File: config.mk
export PLATFORM = sky130hd
export DESIGN_NAME = shared_adder_arbiter
export DESIGN_NICKNAME = d
export VERILOG_FILES = /design/src/rtl/shared_adder_arbiter.sv
export SDC_FILE = /design/constraint.sdc
export NUM_CORES = 1
export LEC_CHECK = 0
export BUFFER_PORTS_ARGS = -buffer_cell sky130_fd_sc_hd__buf_4
export CAP_MARGIN = 20
export CORE_ASPECT_RATIO = 1.1
export CORE_MARGIN = 2
export CORE_UTILIZATION = 43
export CTS_CLUSTER_SIZE = 10
export DETAILED_ROUTE_END_ITERATION = 8
export GPL_TIMING_DRIVEN = 0
export PLACE_DENSITY = 0.8
export RECOVER_POWER = 100
export REMOVE_ABC_BUFFERS = 1
export SYNTH_ARGS = -nofsm -noshare
export SYNTH_HDL_FRONTEND = slang
export SYNTH_SLANG_ARGS = --single-unit
File: constraint.sdc
create_clock -name clk -period 2.14 [get_ports clk]
set_input_delay 0.642 -clock clk [delete_from_list [all_inputs] [get_ports clk]]
set_output_delay 0.642 -clock clk [all_outputs]
set_load 0.005 [all_outputs]
File: src/rtl/shared_adder_arbiter.sv
// shared_adder_arbiter
// Two requesters share one external combinational adder. A round-robin
// grant picks one pending request while idle. Its operands are registered
// towards the adder. One cycle later the sum is captured, and the result
// is then held until the consumer takes it. At most one operation is in
// flight at a time.
module shared_adder_arbiter #(
    parameter int WIDTH = 32
) (
    input  logic             clk,
    input  logic             rst,
    input  logic             req0_valid,
    output logic             req0_ready,
    input  logic [WIDTH-1:0] req0_a,
    input  logic [WIDTH-1:0] req0_b,
    input  logic             req0_cin,
    input  logic             req1_valid,
    output logic             req1_ready,
    input  logic [WIDTH-1:0] req1_a,
    input  logic [WIDTH-1:0] req1_b,
    input  logic             req1_cin,
    output logic [WIDTH-1:0] add_a,
    output logic [WIDTH-1:0] add_b,
    output logic             add_cin,
    input  logic [WIDTH-1:0] add_sum,
    output logic             rsp_valid,
    input  logic             rsp_ready,
    output logic             rsp_id,
    output logic [WIDTH-1:0] rsp_sum
);

    typedef enum logic [1:0] {
        IDLE = 2'd0,
        EXEC = 2'd1,
        RESP = 2'd2
    } state_t;

    state_t           state_q;
    state_t           state_d;

    logic [WIDTH-1:0] add_a_q;
    logic [WIDTH-1:0] add_a_d;
    logic [WIDTH-1:0] add_b_q;
    logic [WIDTH-1:0] add_b_d;
    logic             add_cin_q;
    logic             add_cin_d;
    logic             op_id_q;
    logic             op_id_d;
    logic             last_grant_q;
    logic             last_grant_d;
    logic [WIDTH-1:0] rsp_sum_q;
    logic [WIDTH-1:0] rsp_sum_d;
    logic             rsp_id_q;
    logic             rsp_id_d;

    logic             grant_valid_s;
    logic             grant_id_s;

    // Grant decision: only while idle; a contested grant goes to the requester not served last.
    always_comb begin
        grant_valid_s = 1'b0;
        grant_id_s    = 1'b0;
        if (state_q == IDLE) begin
            case ({req1_valid, req0_valid})
                2'b01: begin
                    grant_valid_s = 1'b1;
                    grant_id_s    = 1'b0;
                end
                2'b10: begin
                    grant_valid_s = 1'b1;
                    grant_id_s    = 1'b1;
                end
                2'b11: begin
                    grant_valid_s = 1'b1;
                    grant_id_s    = ~last_grant_q;
                end
                default: begin
                    grant_valid_s = 1'b0;
                    grant_id_s    = 1'b0;
                end
            endcase
        end else begin
            grant_valid_s = 1'b0;
            grant_id_s    = 1'b0;
        end
    end

    // FSM state register.
    always_ff @(posedge clk) begin
        if (rst) begin
            state_q <= IDLE;
        end else begin
            state_q <= state_d;
        end
    end

    // FSM next-state logic. A granted request is always accepted because ready follows the grant.
    always_comb begin
        state_d = state_q;
        case (state_q)
            IDLE: begin
                if (grant_valid_s) begin
                    state_d = EXEC;
                end else begin
                    state_d = IDLE;
                end
            end
            EXEC: begin
                state_d = RESP;
            end
            RESP: begin
                if (rsp_ready) begin
                    state_d = IDLE;
                end else begin
                    state_d = RESP;
                end
            end
            default: begin
                state_d = IDLE;
            end
        endcase
    end

    // FSM outputs: ready only to the granted requester, valid only while holding a result.
    always_comb begin
        req0_ready = 1'b0;
        req1_ready = 1'b0;
        rsp_valid  = 1'b0;
        if (grant_valid_s) begin
            req0_ready = ~grant_id_s;
            req1_ready = grant_id_s;
        end else begin
            req0_ready = 1'b0;
            req1_ready = 1'b0;
        end
        if (state_q == RESP) begin
            rsp_valid = 1'b1;
        end else begin
            rsp_valid = 1'b0;
        end
    end

    // Datapath next values: load operands on accept, capture the adder result in EXEC, otherwise hold.
    always_comb begin
        add_a_d      = add_a_q;
        add_b_d      = add_b_q;
        add_cin_d    = add_cin_q;
        op_id_d      = op_id_q;
        last_grant_d = last_grant_q;
        rsp_sum_d    = rsp_sum_q;
        rsp_id_d     = rsp_id_q;
        if (grant_valid_s) begin
            add_a_d      = grant_id_s ? req1_a   : req0_a;
            add_b_d      = grant_id_s ? req1_b   : req0_b;
            add_cin_d    = grant_id_s ? req1_cin : req0_cin;
            op_id_d      = grant_id_s;
            last_grant_d = grant_id_s;
        end else if (state_q == EXEC) begin
            rsp_sum_d = add_sum;
            rsp_id_d  = op_id_q;
        end else begin
            rsp_sum_d = rsp_sum_q;
            rsp_id_d  = rsp_id_q;
        end
    end

    // Datapath registers. Reset leaves last_grant at 1 so the first contested grant goes to requester 0.
    always_ff @(posedge clk) begin
        if (rst) begin
            add_a_q      <= {WIDTH{1'b0}};
            add_b_q      <= {WIDTH{1'b0}};
            add_cin_q    <= 1'b0;
            op_id_q      <= 1'b0;
            last_grant_q <= 1'b1;
            rsp_sum_q    <= {WIDTH{1'b0}};
            rsp_id_q     <= 1'b0;
        end else begin
            add_a_q      <= add_a_d;
            add_b_q      <= add_b_d;
            add_cin_q    <= add_cin_d;
            op_id_q      <= op_id_d;
            last_grant_q <= last_grant_d;
            rsp_sum_q    <= rsp_sum_d;
            rsp_id_q     <= rsp_id_d;
        end
    end

    assign add_a   = add_a_q;
    assign add_b   = add_b_q;
    assign add_cin = add_cin_q;
    assign rsp_sum = rsp_sum_q;
    assign rsp_id  = rsp_id_q;

endmodule

**Word level (Yosys, flattened, before mapping)**

Cells that the tools add are included.

- Register bits: 102
- Input bits: 167
- Word-level logic and storage cells: 32

- Equal/unequal tests: 5
- Multiplexer cells: 13
- Bitwise operators: 3
- Reductions and logical operators: 3

Operators by type and width:

| kind | number |
|---|---|
| $mux W32 | 2 |
| $mux W1 | 8 |
| $eq A2 B2 Y1 const B | 3 |
| $pmux W2 S3 | 1 |
| $eq A2 B1 Y1 const B | 2 |
| $not A1 Y1 | 3 |
| $reduce_or A3 Y1 | 1 |
| $logic_not A2 Y1 | 1 |
| $mux W2 | 1 |
| $pmux W1 S2 | 1 |
| $reduce_and A2 Y1 | 1 |

**Longest topological paths before layout**

- Depth in word-level cells: 6
- Gate-level depth with buffers: 5

**Worst setup path after synthesis**

OpenSTA, ideal clock, no wires.

- Path type: input -> output
- Start: input port req0_valid
- End: output port req1_ready
- Arrival time: 1.353 ns
- Required time: 1.498 ns
- Setup slack: 0.145 ns
- Stages: 5
- Path through: a211oi_2 -> buf_4 -> buf_4 -> nand2_1 -> inv_2

- Cells in the longest elaborated chain, start to end: 5
- Elaborated cells between the ends (all ways): 9
- Classes of those cells: eq/ne (3); mux (5); reduce/logical (1)

RTL lines:

| element | RTL line | text |
|---|---|---|
| from (decl) | 12 | `input logic req0_valid,` |
| $eq A2 B2 Y1 / $eq A2 B1 Y1 (equally long branches) | 64 | `case ({req1_valid, req0_valid})` |
| $reduce_or A3 Y1 (no line) | - |  |
| $mux W1 | 64 |  |
| $mux W1 | 63 | `if (state_q == IDLE) begin` |
| $mux W1 (*) | 129 | `if (grant_valid_s) begin` |
| to (decl) | 18 | `output logic req1_ready,` |

Every way passes the cells marked *; elsewhere a longest branch is shown, timed or not.

**Worst setup path after layout**

- Start: input port req1_valid
- End: output port req0_ready

- Cells in the longest elaborated chain, start to end: 5
- Elaborated cells between the ends (all ways): 10
- Classes of those cells: eq/ne (3); mux (5); bitwise (1); reduce/logical (1)

RTL lines:

| element | RTL line | text |
|---|---|---|
| from (decl) | 17 | `input logic req1_valid,` |
| $eq A2 B2 Y1 / $eq A2 B1 Y1 (equally long branches) | 64 |  |
| $reduce_or A3 Y1 (no line) / $pmux W1 S2 (equally long branches) | - |  |
| $mux W1, on equally long branches | 64, 63 |  |
| $mux W1 / $not A1 Y1 (equally long branches) | 63, 130 |  |
| $mux W1 (*) | 129 |  |
| to (decl) | 13 | `output logic req0_ready,` |

Marks and branches as above.

==> out/metrics.yaml <==
synth_area_leaders: "dfxtp_1, a31oi_1, nand4_1"
nFillCells: 836
end_kind: "output pin"
cts_tree: "yes"
nets: 940
syn_area_um2: 4340
drc: 0
slew_violations: 0
worstPathRequired_ns: 1.50
cts_buffers: 9
port_buffers: 267
die_w_um: 99.8
worst_pin_slew_ns: 1.09
core_area_um2: 9840
ir_drop_mv: 0.389
cts_max_level: 3
fin_area_um2: 6610
synth_cell_types: 21
path_class: "input port to output pin"
ys_ff_latch: 102
worstHoldPathCells: 2
hpwlAfterDp_mm: 11.1
seq_area_frac_synth_pct: 47.0
dpl-instance-area_um2: 6410
whs_ns: 0.458
reg2reg_depth: 4
hold_path_startpoint: "rsp_sum[29]"
die-area_um2: 10900
cp-start-kind: "input port"
cts_buffer_depth: 2
fin_cells: 898
n_antenna_cell: 0
clk_pin_slew_ns: 0.10
syn_inst: 547
die_h_um: 109
critPathMaxFanout: 35
dp_cells: 875
cts_root_buf: "clkbuf_8"
drive_gt1_share_pct: 35.2
wl_mm: 17.4
crit_arrival_ns: 1.46
fin_crit_ns: 2.10
fin_tns_setup_ns: 0
cap_viol_max_count: 0
via_per_inst: 6.03
relSlewSlack_pct: 27.3
grt_max_degree: 103
hold_path.class: "flip-flop to flip-flop"
synth_top_area_share_pct: 47.0
fmax_mhz: 477
antenna_found_initial: 0
synthToLayoutAreaGrowth_pct: 52.3
start_util_pct: 44.1
grt_pass1_vias: 5023
grt_pass1_wl_mm: 25.5
p_per_area_nw_per_um2: 701
routedWlPerCell_um: 19.4
hold_viol: 0
status: "finished clean"
first_pass_iters: 5
clk-insertion-delay-late_ns: 0.37
place.gp.congestion: 0.766
rsz0062_at_grt: "no"
grt-ovfl-total: 0
reg2reg_setup_slack_ns: 0.24
cts_hold_buf: 0
ant_nets: 0
cts.sinks: 102
rr_endpoint: "add_b[7]"
layout_setup_ws_ns: 0.0425
fp-row-count: 38
track_usage_pct: 29.5
ioPinCount: 268
postSynthAreaPerCell_um2: 7.93
routed-via-count: 5415
worst_hold_path.endpoint: "rsp_sum[29]"
finalSetupViolations: 0
leakagePower_nw: 2.68
dp_slack_ns: -1.00
synth_area_leader_cell: "dfxtp_1"
drt_iter0_drc: 395
period_share_pct: 98.0
regToRegStartpoint: "state_q[0]"
clock_skew_ns: 0.00626
synth_warnings: 0
## where the power goes
group / internal [mW] / leakage [nW] / switching (mW)
clock: 0.570 / 0.102 / 0.680
sequential: 2.06 / 0.838 / 0.0918
combinational: 0.601 / 1.74 / 0.630
## stage by stage
step,power [mW],util (%)
floorplan,2.61,-
global placement,3.30,62.8
detailed placement,3.44,65.1
CTS,4.70,67.9
global route,4.84,67.2
finish,4.64,67.2
## per-layer routing
layer	global-route usage, %	share of wire [%]
met1	35.7	38
met2	49.2	49
met3	9.41	11
met4	11.1	1.9
met5	0	0
## state kept, by name (all words and copies together) (netlist names)
name,flops
add_cin,1
add_b,32
rsp_id,1
state_q,2
last_grant_q,1
op_id_q,1
add_a,32
rsp_sum,32
## worst max path at each step
stage / depth (start not counted) / start / end / slack, ns
floorplan: 3 / req0_valid / req1_ready / -1.60
global placement: 5 / req0_valid / req1_ready / -3.57
detailed placement: 5 / req1_valid / req0_ready / -1.00
CTS: 5 / req1_valid / req0_ready / 0.002
global route: 4 / last_grant_q / req0_ready / 0.02
finish: 5 / req1_valid / req0_ready / 0.04
## synth_stat cells (all sizes together)
master  number
nor2         2
nand2       67
clkbuf      26
inv          1
or2          1
buf         42
nand4       65
nand2b       3
nand3b       1
a21oi       35
a211oi       1
nor3         1
o21ai       67
dfxtp      102
a31oi       65
nor2b        2
and3         1
nand3       65
## logic make-up after synthesis
family / share of synthesized area [%]
AO/OA/AOI/OAI: 21.4
flip-flops: 47.0
buffers and inverters: 7.35
AND/OR/NAND/NOR: 24.2
## final cells by class
cell class / count / area, µm² / area share, %
clock buffer: 10 / 138 / 2.08
clock inverter: 6 / 61.3 / 0.927
inverter: 1 / 3.75 / 0.0568
multi-input combinational: 378 / 2020 / 30.6
sequential: 102 / 2040 / 30.9
tap: 120 / 150 / 2.27
timing repair buffer: 281 / 2190 / 33.2
## worst max-delay path: stages
cell      delay, ns
buf_16         0.19
nand2b_4       0.11
buf_12         0.17
and3_1         0.19
buf_4          0.13
## repair_timing
item | CTS | global route
resized for setup | 9 | 1
setup endpoints to repair | 47 | 2
setup buffers | 3 | 0
cloned | 2 | 2
pin swaps | 2 | 0
## placed cells by master (no fill, tap or decap), types with 2 or more instances in the layout
cell type	instances
o21ai_0	64
nand3_1	65
nand2_1	67
buf_16	5
nand4_1	65
nor2b_1	2
nor2_4	2
dfxtp_1	101
a21oi_1	35
clkbuf_16	2
clkbuf_8	10
clkbuf_4	67
buf_4	169
buf_12	5
o21ai_1	3
nand2b_1	2
a31oi_1	65
clkinv_2	3
clkbuf_1	32
Power figures use the tool's default switching activity.
